`src/rtl/sc_outcapture_pkg.sv`:
```
// Shared types and defaults for the output-capture stage.
// Imported by the capture top and its FIFO.
package sc_outcapture_pkg;
  localparam int DATAWIDTH_BUS_DEF = 32;
  localparam int FIFO_DEPTH_DEF = 4;
  localparam int DATAWIDTH_FIFO_PTR_DEF = 2;
  localparam int DATAWIDTH_DROPCOUNT_DEF = 8;

  typedef enum logic [1:0] {
    DISABLED = 2'd0,
    PRIME    = 2'd1,
    TRACK    = 2'd2
  } cap_state_e;
endpackage

```
`src/rtl/sc_outcapture_fifo.sv`:
```
// Show-ahead circular buffer with push/pop/clear and occupancy.
// Head data reads as zero while empty.
module sc_outcapture_fifo
  import sc_outcapture_pkg::*;
#(
  parameter int W = DATAWIDTH_BUS_DEF,
  parameter int DEPTH = FIFO_DEPTH_DEF,
  parameter int PW = DATAWIDTH_FIFO_PTR_DEF
) (
  input  logic          clk_i,
  input  logic          rst_ni,
  input  logic          clear_i,
  input  logic          push_i,
  input  logic [W-1:0]  data_i,
  input  logic          pop_i,
  output logic [W-1:0]  data_o,
  output logic          empty_o,
  output logic          full_o,
  output logic [PW:0]   level_o
);
  localparam logic [PW:0] FULL_LVL = DEPTH[PW:0];

  logic [W-1:0]  mem_q [DEPTH];
  logic [PW-1:0] wr_q, rd_q;
  logic [PW:0]   level_q, level_d;
  logic          push_ok, pop_ok;

  assign empty_o = (level_q == '0);
  assign full_o  = (level_q == FULL_LVL);
  assign level_o = level_q;
  assign data_o  = empty_o ? '0 : mem_q[rd_q];

  assign pop_ok  = pop_i & ~empty_o & ~clear_i;
  assign push_ok = push_i & (~full_o | pop_ok) & ~clear_i;

  always_comb begin
    level_d = level_q;
    unique case (1'b1)
      push_ok & ~pop_ok: level_d = level_q + 1'b1;
      pop_ok & ~push_ok: level_d = level_q - 1'b1;
      default:           level_d = level_q;
    endcase
  end

  always_ff @(posedge clk_i or negedge rst_ni) begin
    if (!rst_ni) begin
      wr_q    <= '0;
      rd_q    <= '0;
      level_q <= '0;
    end else if (clear_i) begin
      wr_q    <= '0;
      rd_q    <= '0;
      level_q <= '0;
    end else begin
      if (push_ok) wr_q <= wr_q + 1'b1;
      if (pop_ok)  rd_q <= rd_q + 1'b1;
      level_q <= level_d;
    end
  end

  // Storage needs no reset: contents are masked by level.
  always_ff @(posedge clk_i) begin
    if (push_ok) mem_q[wr_q] <= data_i;
  end
endmodule

```
`src/rtl/sc_outcapture.sv`:
```
// Captures every change of the datapath result bus into a FIFO,
// with sticky overflow and a saturating drop counter.
module sc_outcapture
  import sc_outcapture_pkg::*;
#(
  parameter int DATAWIDTH_BUS = DATAWIDTH_BUS_DEF,
  parameter int FIFO_DEPTH = FIFO_DEPTH_DEF,
  parameter int DATAWIDTH_FIFO_PTR = DATAWIDTH_FIFO_PTR_DEF,
  parameter int DATAWIDTH_DROPCOUNT = DATAWIDTH_DROPCOUNT_DEF
) (
  input  logic                           SC_OUTCAPTURE_CLOCK_50,
  input  logic                           SC_OUTCAPTURE_RESET_InLow,
  input  logic [DATAWIDTH_BUS-1:0]       SC_OUTCAPTURE_data_InBUS,
  input  logic                           SC_OUTCAPTURE_enable_InHigh,
  input  logic                           SC_OUTCAPTURE_clear_InHigh,
  input  logic                           SC_OUTCAPTURE_ready_InHigh,
  output logic [DATAWIDTH_BUS-1:0]       SC_OUTCAPTURE_data_OutBUS,
  output logic                           SC_OUTCAPTURE_valid_OutHigh,
  output logic                           SC_OUTCAPTURE_empty_OutHigh,
  output logic                           SC_OUTCAPTURE_full_OutHigh,
  output logic [DATAWIDTH_FIFO_PTR:0]    SC_OUTCAPTURE_level_OutBUS,
  output logic                           SC_OUTCAPTURE_overflow_OutHigh,
  output logic [DATAWIDTH_DROPCOUNT-1:0] SC_OUTCAPTURE_dropcount_OutBUS
);
  cap_state_e state_q, state_d;
  logic [DATAWIDTH_BUS-1:0] last_q, last_d;
  logic [DATAWIDTH_DROPCOUNT-1:0] drop_q;
  logic ovf_q;
  logic push_req, push, pop, drop;
  logic en, clr, empty, full;

  assign en  = SC_OUTCAPTURE_enable_InHigh;
  assign clr = SC_OUTCAPTURE_clear_InHigh;

  always_comb begin
    state_d  = state_q;
    push_req = 1'b0;
    if (!en) begin
      state_d = DISABLED;
    end else begin
      unique case (state_q)
        DISABLED: state_d = PRIME;
        PRIME: begin
          push_req = 1'b1;
          state_d  = TRACK;
        end
        TRACK: push_req = (SC_OUTCAPTURE_data_InBUS != last_q);
        default: state_d = DISABLED;
      endcase
    end
    if (clr) state_d = en ? PRIME : DISABLED;
  end

  always_comb begin
    last_d = last_q;
    if (state_q == PRIME || state_q == TRACK)
      last_d = SC_OUTCAPTURE_data_InBUS;
  end

  assign pop  = ~empty & SC_OUTCAPTURE_ready_InHigh & ~clr;
  assign push = push_req & ~clr;
  assign drop = push & full & ~pop;

  always_ff @(posedge SC_OUTCAPTURE_CLOCK_50 or negedge SC_OUTCAPTURE_RESET_InLow) begin
    if (!SC_OUTCAPTURE_RESET_InLow) begin
      state_q <= DISABLED;
      last_q  <= '0;
      ovf_q   <= 1'b0;
      drop_q  <= '0;
    end else begin
      state_q <= state_d;
      last_q  <= last_d;
      if (clr) begin
        ovf_q  <= 1'b0;
        drop_q <= '0;
      end else if (drop) begin
        ovf_q <= 1'b1;
        if (drop_q != '1) drop_q <= drop_q + 1'b1;
      end
    end
  end

  sc_outcapture_fifo #(
    .W     (DATAWIDTH_BUS),
    .DEPTH (FIFO_DEPTH),
    .PW    (DATAWIDTH_FIFO_PTR)
  ) u_fifo (
    .clk_i   (SC_OUTCAPTURE_CLOCK_50),
    .rst_ni  (SC_OUTCAPTURE_RESET_InLow),
    .clear_i (clr),
    .push_i  (push),
    .data_i  (SC_OUTCAPTURE_data_InBUS),
    .pop_i   (pop),
    .data_o  (SC_OUTCAPTURE_data_OutBUS),
    .empty_o (empty),
    .full_o  (full),
    .level_o (SC_OUTCAPTURE_level_OutBUS)
  );

  assign SC_OUTCAPTURE_valid_OutHigh    = ~empty;
  assign SC_OUTCAPTURE_empty_OutHigh    = empty;
  assign SC_OUTCAPTURE_full_OutHigh     = full;
  assign SC_OUTCAPTURE_overflow_OutHigh = ovf_q;
  assign SC_OUTCAPTURE_dropcount_OutBUS = drop_q;
endmodule

```
`config.mk`:
```
export PLATFORM = sky130hd
export DESIGN_NAME = sc_outcapture
export DESIGN_NICKNAME = d
export VERILOG_FILES = /design/src/rtl/sc_outcapture_pkg.sv /design/src/rtl/sc_outcapture_fifo.sv /design/src/rtl/sc_outcapture.sv
export SDC_FILE = /design/constraint.sdc
export NUM_CORES = 1
export LEC_CHECK = 0
export CAP_MARGIN = 30
export CORE_MARGIN = 5
export CORE_UTILIZATION = 30
export CTS_BUF_LIST = sky130_fd_sc_hd__clkbuf_4 sky130_fd_sc_hd__clkbuf_8
export DETAILED_ROUTE_END_ITERATION = 7
export PLACE_DENSITY = 0.5
export SLEW_MARGIN = 0
export SYNTH_ARGS = -nofsm -noshare
export SYNTH_HDL_FRONTEND = slang
export SYNTH_HIERARCHICAL = 1
export SYNTH_SLANG_ARGS = --single-unit
```
`constraint.sdc`:
```
create_clock -name SC_OUTCAPTURE_CLOCK_50 -period 7.6 [get_ports SC_OUTCAPTURE_CLOCK_50]
set_clock_uncertainty 0.1 [all_clocks]
set_input_delay 0.76 -clock SC_OUTCAPTURE_CLOCK_50 [delete_from_list [all_inputs] [get_ports SC_OUTCAPTURE_CLOCK_50]]
set_output_delay 0.76 -clock SC_OUTCAPTURE_CLOCK_50 [all_outputs]
set_load 0.02 [all_outputs]
```
==> results.yml, run 1 <==
run_status:
  status: "finished, final reports clean"
drt:
  first_iter_violations: 207
  vias: 4173
  drtPass1Iterations: 4
  antenna_left: 0
  drt-total-wl_um: 16300
  route.detailed.drc: 0
  avgViaCountPerCell: 4.68
  routedWlPerCell_um: 18.3
die:
  start_util_pct: 30.6
  core_area_um2: 25300
  io-pin-count: 84
  num_rows: 58
  die_area_um2: 29100
  dieHeight_um: 171
  die_w_um: 171
clocking:
  clock_latency_ps: 460
  clock_sinks: 178
  cts.path.max_buffers: 2
  cts_hold_buf: 0
  cts_resized: 0
  cts_root_buf: "clkbuf_8"
  clk_pin_slew_worst_paths_ps: 100
  cts_tree: "yes"
  cts_buffers: 17
  cts_setup_buffers: 0
  htreeDepth: 4
critical_path:
  r2r_cells: 11
  critical_path.endpoint_type: "flop"
  crit_path_start_kind: "input port"
  required_ps: 7590
  path_class: "in -> reg"
  path_max_fanout: 32
  crit_arrival_ps: 4010
sta:
  min_period_ps: 4020
  setup_tns_ps: 0
  fin_crit_sh_pct: 52.9
  relSlewSlack_pct: 53.7
  max_slew.worst_pin.slew_ps: 694
  holdWs_ps: 319
  setup_violations: 0
  fmax_mhz: 249
  drv_slew: 0
  final_hold_viol_count: 0
  rsz0062_at_grt: "no"
power_and_ir_drop:
  combinationalPowerShare_pct: 8.8
  clkPwrFrac_pct: 32.7
  seqPwrFrac_pct: 58.5
  switching_share_pct: 25.5
  vdd_ir_drop_max_mv: 0.0956
  pwr_density_cell_nw_per_um2: 203
  switchingPower_w: 0.000479
  leakage_nw: 3.10
  intPower_w: 0.00140
logic_synthesis:
  ys_ff_latch: 178
  synth_area_um2: 7740
  muxShareOfSynthArea_pct: 14.9
  synth_edf_count: 128
  synthFlopType: "edfxtp_1"
  syn_nets: 509
  synth_warnings: 6
  synth_top_family_by_area: "multiplexers"
  yosys.cell_types.count: 53
  synth_simple_gate_area_share_pct: 8.34
  synth_compound_area_share_pct: 2.88
  synth_fa_ha_area_share_pct: 1.55
  synth_cells: 463
  yosysSeqAreaShare_pct: 65.8
  synth_area_per_cell_um2: 16.7
  synth-xor-area-share_pct: 4.07
  synthArstFlopShare_pct: 28.1
place:
  dpl.hpwl_um: 10400
  io_buffers: 83
  place.gp.congestion: 0.722
global_routing:
  grt_pass1_wl_um: 26300
  use_met1_pct: 16.3
  use_met2_pct: 18.9
  grt_overflow: 0
  grt_max_degree: 51
  use_met3_pct: 3.00
  grt_antenna_before_repair: 2
  gr-max-usage-layer: "met2"
  track_usage_pct: 11.9
  grt_pass1_vias: 4509
final_layout:
  antennaDiodeCount: 0
  n_fill_cell: 2408
  drive_gt1_share_pct: 21.4
  layout.nets: 596
  syn2layout_area_growth_pct: 19.9
job:
  cap_violations: 0
min_path:
  hp-class: "in -> async"
==> cell type report <==
type | instances | area (µm²) | area share [%]
Sequential cell | 178 | 5100 | 54.9
Multi-Input combinational cell | 252 | 2460 | 26.6
Timing Repair Buffer | 93 | 901 | 9.71
Tap cell | 330 | 413 | 4.45
Clock buffer | 17 | 234 | 2.52
Clock inverter | 14 | 143 | 1.54
Inverter | 8 | 30.0 | 0.324
==> kinds of logic (layout without fill, tap and decap cells) <==
logic type	after synthesis	after routing
mux	70	70
fa+ha+maj	9	9
buf+inv	33	132
xor+xnor	36	36
simple gates	104	104
compound gates	33	33
flops	178	178
==> state kept, by name (all words and copies together), names as in the netlist <==
signal / count
last_q: 32
state_q: 2
SC_OUTCAPTURE_overflow_OutHigh: 1
u_fifo/level_o: 3
u_fifo/wr_q: 2
u_fifo/rd_q: 2
u_fifo/mem_q: 128
SC_OUTCAPTURE_dropcount_OutBUS: 8
==> critical path, stage by stage <==
cell and delay (ps):
clkdlybuf4s50_1 590, xor2_1 310, nor4_1 120, nand4_1 180
o21ai_0 150, nor2b_1 190, nor2b_1 490, inv_1 210
nor3_1 350, and2_1 180, buf_4 450
==> cell usage after synthesis, drive strengths merged (2+ instances only) <==
| cell type | n | area, µm² |
|---|---|---|
| edfxtp | 128 | 3840 |
| dfrtp | 50 | 1250 |
| nor2b | 38 | 238 |
| mux2 | 37 | 424 |
| xor2 | 36 | 315 |
| mux4 | 32 | 721 |
| buf | 16 | 121 |
| nor2 | 12 | 45.0 |
| a21oi | 9 | 45.0 |
| clkbuf | 9 | 33.8 |
| and2 | 8 | 52.6 |
| ha | 8 | 100 |
| inv | 8 | 30.0 |
| nand3 | 8 | 40.0 |
| nor4 | 8 | 68.8 |
| o21ai | 8 | 43.8 |
| nand4 | 7 | 43.8 |
| nand2 | 4 | 15.0 |
| nor3 | 4 | 25.0 |
| nor3b | 4 | 30.0 |
| o21a | 3 | 23.8 |
| a211oi | 2 | 15.0 |
| and3 | 2 | 12.5 |
| nand2b | 2 | 12.5 |
| nand4b | 2 | 17.5 |
| o22ai | 2 | 12.5 |
==> through the flow <==
step / util [%] / total power [W] / worst slack, ps / cells / cell area, µm²
CTS: 36.6 / 0.00191 / 3580 / 892 / 9280
finish: 36.6 / 0.00188 / 3580 / 892 / 9280
global route: 36.6 / 0.00197 / 3250 / 892 / 9280
floorplan: - / 0.00122 / 4310 / 463 / 7740
detailed placement: 35.2 / 0.00129 / 3080 / 861 / 8900
global placement: 35.2 / 0.00129 / 3130 / 861 / 8900
==> cells in the final DEF, fill, tap and decap left out, types with 3 or more instances in the layout <==
cell type | synthesis | final
nor2b_1 | 38 | 38
nor4_2 | 3 | 3
nand2_1 | 4 | 4
dfrtp_1 | 50 | 49
nor3_1 | 3 | 3
o21ai_0 | 5 | 5
a21oi_1 | 9 | 9
and2_1 | 7 | 7
inv_1 | 8 | 8
ha_1 | 8 | 8
inv_6 | 0 | 3
clkdlybuf4s50_1 | 0 | 82
clkinvlp_4 | 0 | 4
nor2_1 | 12 | 12
nand3_1 | 8 | 8
mux2_2 | 33 | 33
nand4_1 | 7 | 7
xor2_1 | 36 | 36
nor3b_1 | 4 | 4
nor4_1 | 5 | 5
buf_4 | 2 | 10
inv_8 | 0 | 4
edfxtp_1 | 128 | 128
mux4_2 | 32 | 32
clkbuf_8 | 0 | 17
==> metal layers <==
metal | up-vias | share of wire [%]
li1 | 1930 | -
met1 | 2133 | 47
met2 | 88 | 47
met3 | 18 | 4.6
met4 | 4 | 1.0
met5 | - | 0.15
==> final timing paths <==
kind	start	endpoint	slack (ps)
worst min-delay path	SC_OUTCAPTURE_RESET_InLow	u_fifo/level_o[2]	320
worst max register to register	last_q[29]	u_fifo/level_o[1]	4100
worst max-delay path	SC_OUTCAPTURE_data_InBUS[23]	u_fifo/mem_q[0][26]	3580
worst min register to register	last_q[23]	last_q[23]	440
max in group asynchronous	SC_OUTCAPTURE_RESET_InLow	u_fifo/rd_q[0]	6600
min in group SC_OUTCAPTURE_CLOCK_50	last_q[23]	last_q[23]	440
==> power by group through the flow <==
stage / registers, W / clock network [W] / logic (W)
after floorplan: 0.00112 / 0 / 0.0000968
after CTS: 0.00110 / 0.000641 / 0.000169
after detailed placement: 0.00112 / 0 / 0.000168
after global placement: 0.00112 / 0 / 0.000165
after global routing: 0.00111 / 0.000686 / 0.000182
final: 0.00110 / 0.000615 / 0.000165
Power figures use the tool's default switching activity.
==> inputs of run 2 (changes only) <==
--- a/config.mk
+++ b/config.mk
@@ -10,7 +10,7 @@
 export CORE_UTILIZATION = 30
 export CTS_BUF_LIST = sky130_fd_sc_hd__clkbuf_4 sky130_fd_sc_hd__clkbuf_8
 export DETAILED_ROUTE_END_ITERATION = 7
-export PLACE_DENSITY = 0.5
+export PLACE_DENSITY = 0.51
 export SLEW_MARGIN = 0
 export SYNTH_ARGS = -nofsm -noshare
 export SYNTH_HDL_FRONTEND = slang
==> constraint.sdc (replaced) <==
create_clock -name SC_OUTCAPTURE_CLOCK_50 -period 3.4 [get_ports SC_OUTCAPTURE_CLOCK_50]
set_clock_uncertainty 0.1 [all_clocks]
set_input_delay 0.34 -clock SC_OUTCAPTURE_CLOCK_50 [delete_from_list [all_inputs] [get_ports SC_OUTCAPTURE_CLOCK_50]]
set_output_delay 0.34 -clock SC_OUTCAPTURE_CLOCK_50 [all_outputs]
set_load 0.02 [all_outputs]
==> run 2 against run 1 <==
Against the previous run: sequential power up 120%; combinational power is 140% higher; worst setup slack got worse by 3300 ps; die area unchanged; largest cell class unchanged; highest routed layer unchanged; register-to-register slack worse by 3800 ps; critical path depth increased by 1; worst hold slack lost 120 ps; non-clock buffer count increased by 26; global-route usage grew 0.18 points; via count rose by 4.0%; first-iteration DRC count shrank 12%; clock power up 120%.
==> results.yml, run 2 (same netlist as run 1, synthesis figures left out) <==
run_status:
  status: "finished, final reports clean"
sta:
  drv_slew: 0
  setup_violations: 0
  min_period_ps: 3130
  rsz0062_at_grt: "no"
  setup_tns_ps: 0
  max_slew.worst_pin.slew_ps: 779
  final_hold_viol_count: 0
  fmax_mhz: 320
  relSlewSlack_pct: 48.1
  fin_ws_ps: 270
  fin_crit_sh_pct: 92.0
clocking:
  clk_pin_slew_worst_paths_ps: 100
  cts_tree: "yes"
  clock_sinks: 178
  cts.path.max_buffers: 2
  cts_root_buf: "clkbuf_8"
  cts_buffers: 17
  clock_latency_ps: 460
  htreeDepth: 4
drt:
  antenna_left: 0
  routedWlPerCell_um: 18.5
  drtPass1Iterations: 4
  first_iter_violations: 182
  drt-total-wl_um: 17000
  route.detailed.drc: 0
  avgViaCountPerCell: 4.72
  vias: 4338
final_layout:
  layout.nets: 622
  antennaDiodeCount: 0
  final_common_cell: "edfxtp_1"
  largest_register: "u_fifo/mem_q"
  largest_reg_flops: 128
  syn2layout_area_growth_pct: 23.4
  final_cell_mix: "edfxtp_1 (128), clkdlybuf4s50_1 (81), dfrtp_1 (49)"
  drive_gt1_share_pct: 25.0
power_and_ir_drop:
  total_power_w: 0.00422
  seqPwrFrac_pct: 58.4
  combinationalPowerShare_pct: 9.3
  switching_share_pct: 25.4
  switchingPower_w: 0.00107
  clkPwrFrac_pct: 32.4
  leakage_nw: 3.25
  intPower_w: 0.00315
  pwr_density_cell_nw_per_um2: 442
  vdd_ir_drop_max_mv: 0.198
global_routing:
  grt_pass1_vias: 4661
  grt_max_degree: 35
  track_usage_pct: 12.1
  grt_overflow: 0
  grt_pass1_wl_um: 26600
  grt_antenna_before_repair: 2
place:
  dpl.hpwl_um: 11200
  dp_slack_ps: -343
  place.gp.congestion: 0.724
  io_buffers: 83
critical_path:
  path_max_fanout: 6
  critical_path.endpoint_type: "flop"
  crit_path_start_kind: "input port"
  path_class: "in -> reg"
  required_ps: 3620
  critPathSlowestCell: "clkdlybuf4s50_1"
  regToRegStartpoint: "last_q[6]"
  reg2reg_to: "u_fifo/level_o[1]"
  cp_slowest_stage_delay_ps: 510
  ff2ff_setup_slack_ps: 310
  crit_chain: "clkdlybuf4s50_1, xor2_1, nor4_2, nand4_1, o21ai_0, nor2b_1, nor2b_1, nor3_1, fa_1, and2_1, a211oi_1, a2111oi_0"
  r2r_cells: 11
  cp_common_cell: "nor2b_1"
  crit_arrival_ps: 3350
min_path:
  hold_depth: 1
  hp-class: "in -> reg"
  hold_start: "SC_OUTCAPTURE_data_InBUS[3]"
  worstHoldEndpoint: "u_fifo/mem_q[1][3]"
die:
  die_w_um: 171
  core_area_um2: 25300
  start_util_pct: 30.6
  die_area_um2: 29100
  num_rows: 58
  io-pin-count: 84
  dieHeight_um: 171
job:
  cap_violations: 0
## run 2: layout make-up
class	count	area (µm²)
Sequential cell	178	5100
Clock buffer	17	234
Multi-Input combinational cell	252	2470
Tap cell	330	413
Fill cell	2402	15800
Timing Repair Buffer	119	1160
Inverter	8	30.0
Clock inverter	15	140
## run 2: critical path, delay by kind of cell
kind / cells / cell delay, ps
adders and majority gates: 1 / 460
and+or+nand+nor: 6 / 1290
AOI/OAI and AO/OA: 3 / 540
buffers and inverters: 1 / 510
xor gates and xnor gates: 1 / 200
## run 2: per-stage QoR
| stage | util, % | instance area, µm² | hold slack (ps) | std cells |
|---|---|---|---|---|
| finish | 37.7 | 9550 | 194 | 919 |
| global route | 37.7 | 9550 | 156 | 919 |
| CTS | 37.6 | 9520 | 344 | 917 |
| detailed placement | 36.1 | 9140 | 377 | 884 |
| global placement | 36.1 | 9140 | 369 | 884 |
| floorplan | - | 7740 | -55.6 | 463 |
## run 2: power by group through the flow
stage                     Sequential, W  Combinational [W]  Clock [W]
after floorplan                 0.00250           0.000216          0
after global placement          0.00251           0.000390          0
after detailed placement        0.00251           0.000396          0
after CTS                       0.00246           0.000400    0.00141
after global routing            0.00247           0.000428    0.00151
final                           0.00246           0.000392    0.00136
## run 2: how the worst max path moves through the flow
| stage | cells past startpoint | start | to |
|---|---|---|---|
| floorplan | 11 | u_fifo/level_o[1] | u_fifo/level_o[2] |
| global placement | 12 | SC_OUTCAPTURE_data_InBUS[9] | u_fifo/level_o[1] |
| detailed placement | 12 | SC_OUTCAPTURE_data_InBUS[9] | u_fifo/level_o[1] |
| CTS | 12 | SC_OUTCAPTURE_data_InBUS[9] | u_fifo/level_o[1] |
| global route | 12 | last_q[21] | u_fifo/level_o[1] |
| finish | 12 | SC_OUTCAPTURE_data_InBUS[6] | u_fifo/level_o[1] |
## run 2: per-layer routing
metal	GRT usage, %	wire [µm]	share of wire (%)	vias to the layer above
met5	0	28	0.16	-
met4	2.71	116	0.68	4
met3	3.58	807	4.7	15
met2	19.9	8310	49	85
met1	15.8	7750	46	2251
li1	-	-	-	1983
## run 2: repair_timing
item	CTS	global route
hold endpoints to repair	29	0
hold buffers	1	0
endpoints found under the setup margin	0	1
setup buffers	0	2
gates resized for setup	0	2
==> inputs of run 3 (changes only) <==
--- a/config.mk
+++ b/config.mk
@@ -8,7 +8,7 @@
 export CAP_MARGIN = 30
 export CORE_MARGIN = 5
 export CORE_UTILIZATION = 30
-export CTS_BUF_LIST = sky130_fd_sc_hd__clkbuf_4 sky130_fd_sc_hd__clkbuf_8
+export CTS_BUF_LIST = sky130_fd_sc_hd__clkbuf_8
 export DETAILED_ROUTE_END_ITERATION = 7
 export PLACE_DENSITY = 0.51
 export SLEW_MARGIN = 0
==> results of run 3 <==
Same layout as run 2: the final DEF is identical, and so are final timing and power.
